### src/rtl/rs_enc_framer.sv
// rs_enc_framer: transmit-side framer ahead of the RS encoder.
// Buffers 64-bit payload words, gathers one ISOS sync bit per word pair and,
// once a whole frame is buffered, emits FRAME_WORDS data words followed by a
// tail word carrying the sync bits at [59:48] (parity is overlaid downstream).
//
// Handshake semantics (both sides): a word moves on a rising clk edge where
// valid & ready are both high. push_rdy depends only on internal state, never
// on push_vld. out_vld/out_data/out_last are registered; once out_vld is high
// the word holds stable until out_rdy is seen, and out_vld never drops
// without a transfer.
module rs_enc_framer #(
   parameter int FRAME_WORDS = 24,  // payload words per frame, must be even
   parameter int AW          = 5    // data FIFO address width, 2**AW >= FRAME_WORDS
) (
   input  logic        clk,
   input  logic        rstn,
   input  logic        push_vld,
   output logic        push_rdy,
   input  logic [63:0] push_data,
   input  logic        push_isos,
   input  logic        out_rdy,
   output logic        out_vld,
   output logic [63:0] out_data,
   output logic        out_last,
   output logic [15:0] frame_cnt,
   output logic [1:0]  dbg_state
);

   localparam int SW    = FRAME_WORDS / 2;
   localparam int IW    = $clog2(FRAME_WORDS);
   localparam int DEPTH = 1 << AW;

   localparam logic [IW-1:0] LAST_IDX = IW'(FRAME_WORDS - 1);
   localparam logic [IW-1:0] IDX_ONE  = IW'(1);
   localparam logic [AW:0]   PTR_ONE  = (AW + 1)'(1);

   typedef enum logic [1:0] {
      ST_IDLE = 2'd0,
      ST_DATA = 2'd1,
      ST_TAIL = 2'd2
   } state_t;

   // data FIFO
   logic [63:0]   r_mem [DEPTH];
   logic [AW:0]   r_wr_ptr;
   logic [AW:0]   r_rd_ptr;
   logic          w_data_full;
   logic          w_data_empty;
   logic [63:0]   w_rd_word;

   // sync collection and sync FIFO (two frames of sync words)
   logic [IW-1:0] r_word_idx;
   logic [SW-1:0] r_sync_acc;
   logic [SW-1:0] w_sync_next;
   logic [SW-1:0] r_sync_mem [2];
   logic [1:0]    r_sync_wr;
   logic [1:0]    r_sync_rd;
   logic          w_sync_full;
   logic          w_sync_empty;
   logic          w_sync_pending;
   logic [SW-1:0] w_sync_head;
   logic [63:0]   w_tail_word;

   // output side
   state_t        r_state;
   logic [IW-1:0] r_out_idx;
   logic          r_out_vld;
   logic [63:0]   r_out_data;
   logic          r_out_last;
   logic [15:0]   r_frame_cnt;

   logic          w_push;
   logic          w_last_word;
   logic          w_load;
   logic [1:0]    w_sync_cnt;

   assign w_data_full  = (r_wr_ptr == {~r_rd_ptr[AW], r_rd_ptr[AW-1:0]});
   assign w_data_empty = (r_wr_ptr == r_rd_ptr);
   assign w_rd_word    = r_mem[r_rd_ptr[AW-1:0]];

   assign w_sync_full    = (r_sync_wr == {~r_sync_rd[1], r_sync_rd[0]});
   assign w_sync_empty   = (r_sync_wr == r_sync_rd);
   assign w_sync_cnt     = r_sync_wr - r_sync_rd;
   // a second complete frame already waits behind the one being finished
   assign w_sync_pending = (w_sync_cnt == 2'd2);
   assign w_sync_head    = r_sync_mem[r_sync_rd[0]];
   assign w_tail_word    = 64'(w_sync_head) << 48;

   // the final word of a frame also needs a free sync FIFO slot
   assign w_last_word = (r_word_idx == LAST_IDX);
   assign push_rdy    = ~w_data_full & ~(w_last_word & w_sync_full);
   assign w_push      = push_vld & push_rdy;

   // output register may take a new word when empty or being drained
   assign w_load = ~r_out_vld | out_rdy;

   assign out_vld   = r_out_vld;
   assign out_data  = r_out_data;
   assign out_last  = r_out_last;
   assign frame_cnt = r_frame_cnt;
   assign dbg_state = r_state;

   // sync accumulator with this cycle's bit merged in; even words only, MSB first
   always_comb begin
      w_sync_next = r_sync_acc;
      for (int k = 0; k < SW; k++) begin
         if (!r_word_idx[0] && (r_word_idx[IW-1:1] == (IW-1)'(SW - 1 - k))) begin
            w_sync_next[k] = push_isos;
         end
      end
   end

   // payload storage; contents need no reset
   always_ff @(posedge clk) begin
      if (w_push) begin
         r_mem[r_wr_ptr[AW-1:0]] <= push_data;
      end
   end

   // write side: pointer, word index, sync accumulation and sync FIFO push
   always_ff @(posedge clk or negedge rstn) begin
      if (!rstn) begin
         r_wr_ptr      <= '0;
         r_word_idx    <= '0;
         r_sync_acc    <= '0;
         r_sync_wr     <= '0;
         r_sync_mem[0] <= '0;
         r_sync_mem[1] <= '0;
      end else if (w_push) begin
         r_wr_ptr <= r_wr_ptr + PTR_ONE;
         if (w_last_word) begin
            r_word_idx               <= '0;
            r_sync_acc               <= '0;
            r_sync_mem[r_sync_wr[0]] <= w_sync_next;
            r_sync_wr                <= r_sync_wr + 2'd1;
         end else begin
            r_word_idx <= r_word_idx + IDX_ONE;
            r_sync_acc <= w_sync_next;
         end
      end
   end

   // output FSM: waits for a complete frame, streams its data words, then the tail
   always_ff @(posedge clk or negedge rstn) begin
      if (!rstn) begin
         r_state     <= ST_IDLE;
         r_rd_ptr    <= '0;
         r_out_idx   <= '0;
         r_sync_rd   <= '0;
         r_out_vld   <= 1'b0;
         r_out_data  <= '0;
         r_out_last  <= 1'b0;
         r_frame_cnt <= '0;
      end else begin
         case (r_state)
            ST_IDLE: begin
               if (out_rdy) begin
                  r_out_vld <= 1'b0;
               end
               // a sync entry exists only once all its data words are stored
               if (!w_sync_empty) begin
                  r_state <= ST_DATA;
               end
            end

            ST_DATA: begin
               if (w_load) begin
                  if (!w_data_empty) begin
                     r_out_vld  <= 1'b1;
                     r_out_data <= w_rd_word;
                     r_out_last <= 1'b0;
                     r_rd_ptr   <= r_rd_ptr + PTR_ONE;
                     if (r_out_idx == LAST_IDX) begin
                        r_out_idx <= '0;
                        r_state   <= ST_TAIL;
                     end else begin
                        r_out_idx <= r_out_idx + IDX_ONE;
                     end
                  end else begin
                     r_out_vld <= 1'b0;
                  end
               end
            end

            ST_TAIL: begin
               if (r_out_vld && r_out_last && out_rdy) begin
                  // tail leaves: frame done, chain straight into the next frame if ready
                  r_sync_rd   <= r_sync_rd + 2'd1;
                  r_frame_cnt <= r_frame_cnt + 16'd1;
                  if (w_sync_pending && !w_data_empty) begin
                     r_out_vld  <= 1'b1;
                     r_out_data <= w_rd_word;
                     r_out_last <= 1'b0;
                     r_rd_ptr   <= r_rd_ptr + PTR_ONE;
                     r_out_idx  <= IDX_ONE;
                     r_state    <= ST_DATA;
                  end else begin
                     r_out_vld  <= 1'b0;
                     r_out_last <= 1'b0;
                     r_state    <= ST_IDLE;
                  end
               end else if (w_load && !r_out_last) begin
                  // last data word has left (or is leaving): present the tail
                  r_out_vld  <= 1'b1;
                  r_out_data <= w_tail_word;
                  r_out_last <= 1'b1;
               end
            end

            default: begin
               r_state <= ST_IDLE;
            end
         endcase
      end
   end

endmodule
### config.mk
export PLATFORM = sky130hd
export DESIGN_NAME = rs_enc_framer
export DESIGN_NICKNAME = d
export VERILOG_FILES = /design/src/rtl/rs_enc_framer.sv
export SDC_FILE = /design/constraint.sdc
export NUM_CORES = 2
export LEC_CHECK = 0
export ABC_AREA = 1
export BUFFER_PORTS_ARGS = -buffer_cell sky130_fd_sc_hd__buf_4
export CAP_MARGIN = 20
export CORE_ASPECT_RATIO = 1.4
export CORE_MARGIN = 10
export CORE_UTILIZATION = 40
export DETAILED_ROUTE_END_ITERATION = 16
export HOLD_SLACK_MARGIN = 0.02
export PLACE_DENSITY = 0.65
export SLEW_MARGIN = 20
export SYNTH_ARGS = -nofsm -noshare
export SYNTH_HDL_FRONTEND = slang
export SYNTH_SLANG_ARGS = --single-unit
### constraint.sdc
create_clock -name clk -period 13.7 [get_ports clk]
set_input_delay 0.685 -clock clk [delete_from_list [all_inputs] [get_ports clk]]
set_output_delay 0.685 -clock clk [all_outputs]
set_load 0.02 [all_outputs]
==> summary.md <==
| Metric | Value |
|---|---|
| Cell taking the most area after synthesis | edfxtp_1 |
| Worst setup SP type | flip-flop |
| Cell count after synthesis | about 7500 |
| Power per cell area | a little over 200 mW/mm^2 |
| Largest net degree at the start of global routing | around 230 |
| Minimum clock period | 7.05 ns |
| Switch Pwr | 7520 uW |
| Post-CTS Hold Buffers | 1 |
| Dpl ws | ~6.7 ns |
| Share of layout cells above drive strength 1 | 0.0771 |
| Final layout net count | roughly 7600 |
| Net Count, Synth | roughly 7600 |
| GRT Overall Usage | 0.197 |
| Hold path depth | 4 |
| Int Power | ~13000 uW |
| Die area | about 0.24 sq mm |
| First-pass GRT wire length | ~360000 um |
| WL final | between 200000 and 250000 um |
| Fmax | approximately 140 MHz |
| Most frequent cells in the layout | edfxtp_1 (2048), nor2_1 (1621), nand2_1 (1220), o21ai_0 (902), nand3_1 (415) |
| Status | finished, final reports clean |
| Sw Ratio | 0.372 |
| IO buf count | roughly 150 |
| Combinational Power Share | 0.323 |
| Post-DRT Antenna Nets | 0 |
| Starting density of the core | 0.401 |
| Drt pass-1 iters | 6 |
| Clock sinks | about 2200 |
| Root buf cell | clkbuf_16 |
| Number of synthesized flops with an enable pin | a little over 2000 |
| Commonest non-fill, non-tap cell in the layout | edfxtp_1 |
| DR WL/cell | 23.2 um |
| Hold Crit Start | out_rdy |
| CTS clk-pin slew, worst paths | 0.06 ns |
| FP Rows | 204 |
| Worst Hold End | out_vld |
| Final Skew | 0.0873 ns |
| Avg Vias per Cell | approximately 5.5 |
| Slew headroom | 0.208 |
| Iteration-0 DRC Markers | 6434 |
| Critical path arrival | 7.50 ns |
| Sequential Power Share | 0.404 |
| Required @ worst endpoint | ~14 ns |
| Startpoint of the worst register-to-register path | r_rd_ptr[2] |
| Flops & latches, synth | 2194 |
| RSZ-0062 raised after global routing | no |
| Initial antenna violation count | 8 |
| GPL Wtd Cong | approximately 0.8 |
| CTS tree | done |
| Synth unique cells | 35 |
| Synth warn | 0 |
| Leakage | roughly 0.034 uW |
| Ys flop type | edfxtp_1 |
| Reg-to-reg slack, setup | about 6.7 ns |
| Worst slew pin tran | about 1.2 ns |
| WS Path Type | reg2reg |
| Share of synthesized registers carrying an async set or reset | 0.0665 |
| Synth top area cells | edfxtp_1 (70%), nor2_1 (7.0%), nand2_1 (5.2%) |
| Share of the synthesized area in the top cell type | 0.697 |
| Post-CTS Setup Inserts | 0 |
| Chip Width | between 400 and 500 um |
| Ports | approximately 150 |
| Die Span Y | ~580 um |
| # fillers | roughly 20000 |
| Fin util | 0.447 |
| CP endpoint kind | flip-flop |
| Vias in the first global route | between 50000 and 60000 |
| Critical-path maximum fanout | 124 |
| Worst Hold Class | in2reg |
| Max-cap violation count | 0 |
| Clock power share | 0.273 |
| Clock latency on the worst-skew pair | 0.89 ns |
| H-tree depth | 4 |
| Cell Area, Synth | slightly below 0.09 sq mm |
| Post-route setup TNS | 0 ns |
| R2R cell count | 11 |
| Endpoints failing hold | 0 |
| R2r endpoint | r_mem[16][0] |
| PnR worst setup slack | roughly 6.7 ns |
| DRC | 0 |
| Layout area overhead | 11.5% |
| Std-Cell Core Area | about 0.22 sq mm |
| DP Wirelength | around 130000 um |
| Maximum buffer depth of the clock tree | 4 |
| Tcrit/Tclk final | 0.514 |
| Max-slew violations | 0 |
| VDD IR max | 0.178 mV |
| Post-CTS sizing | 0 |
| TritonCTS Buffers | around 210 |
| Sequential area share after synthesis | 0.738 |
| Global route overflow | 0 |
| Mean post-synth cell area | 11.8 sq um |
| Detailed-route via count | around 58000 |
| Endpoints failing setup | 0 |
==> area by class of cell <==
type	count	area [sq um]	share of cell area
clock buffers	270	5560	0.0565
diodes	6	15.0	0.000153
inverters	197	767	0.00780
multi-input cells	4643	20500	0.208
well taps	2884	3610	0.0367
clock inverters	98	812	0.00825
repair buffers	248	1980	0.0202
flip-flops and latches	2194	65200	0.662
==> worst max-delay path by stage <==
stage                              from      endpoint  slack, ns  cells after the start
after floorplan           r_word_idx[0]  r_mem[27][0]       7.63                      7
after CTS                   r_rd_ptr[2]  r_mem[9][24]       6.66                     11
final                       r_rd_ptr[2]  r_mem[16][0]       6.65                     11
after global routing        r_rd_ptr[2]  r_mem[9][24]       6.38                     11
after global placement      r_rd_ptr[2]  r_mem[2][14]       6.79                     11
after detailed placement    r_rd_ptr[2]  r_mem[16][5]       6.71                     11
==> cells by family after synthesis <==
kind of cell | synth area share
AOI/OAI and AO/OA | 0.0770
xor gates and xnor gates | 0.00308
adders and majority gates | 0.00170
buffers and inverters | 0.0328
DFF | 0.738
and+or+nand+nor | 0.147
==> critical path, cell delays in order, from the launching register on <==
cell     delay (ns)
dfrtp_4        0.83
buf_4          0.82
buf_12         0.62
nand2_1        0.12
nand2_1        0.08
nor2_1         0.07
nand3_1        0.14
nand3_1        0.49
inv_1          0.80
nand2_1        0.70
nor2_4         0.81
buf_4          0.87
==> sequential cells by signal (all words and copies together), names as in the netlist <==
register    flops
r_sync_acc     12
frame_cnt      16
r_sync_mem     24
out_data       64
r_rd_ptr        6
r_wr_ptr        6
r_sync_rd       2
r_mem        2048
out_last        1
dbg_state       2
r_word_idx      5
r_out_idx       5
out_vld         1
r_sync_wr       2
==> synth_stat cells (7+ instances only) <==
library cell	count
a21oi_1	38
clkbuf_1	196
nand3_1	415
inv_2	11
o22ai_1	179
nand2_1	1220
o211ai_1	42
buf_6	16
nor2_1	1650
ha_1	12
edfxtp_1	2048
xor2_1	24
dfrtp_1	146
buf_4	29
o21ai_1	126
buf_1	43
o21ai_0	902
nor3_1	12
xnor2_1	7
buf_2	166
inv_1	186
==> power groups by stage <==
stage / logic, uW / registers, uW / clock network [uW]
6_report: 6530 / 8170 / 5510
5_1_grt: 7230 / 8200 / 5860
4_1_cts: 6540 / 8160 / 5580
3_5_place_dp: 6500 / 8300 / 0
3_3_place_gp: 6420 / 8290 / 0
2_1_floorplan: 4340 / 8280 / 0
==> metrics by stage <==
step                total power, uW  hold slack (ns)  instances  cell area (sq um)
floorplan                     12600            0.389       7488              88300
global placement              14700            0.463      10161              91900
detailed placement            14800            0.465      10164              92000
CTS                           20300            0.167      10533              98300
global route                  21300            0.218      10538              98400
finish                        20200            0.211      10540              98400
==> per-layer routing <==
metal  vias to the layer above  global-route usage  share of wire
met3                       596              0.0292          0.072
li1                      26107                   -              -
met4                         4              0.0949          0.051
met1                     28707               0.244           0.39
met5                         -                   0       0.000094
met2                      2463               0.338           0.49
Note: power is estimated with default switching activity, not from simulation.
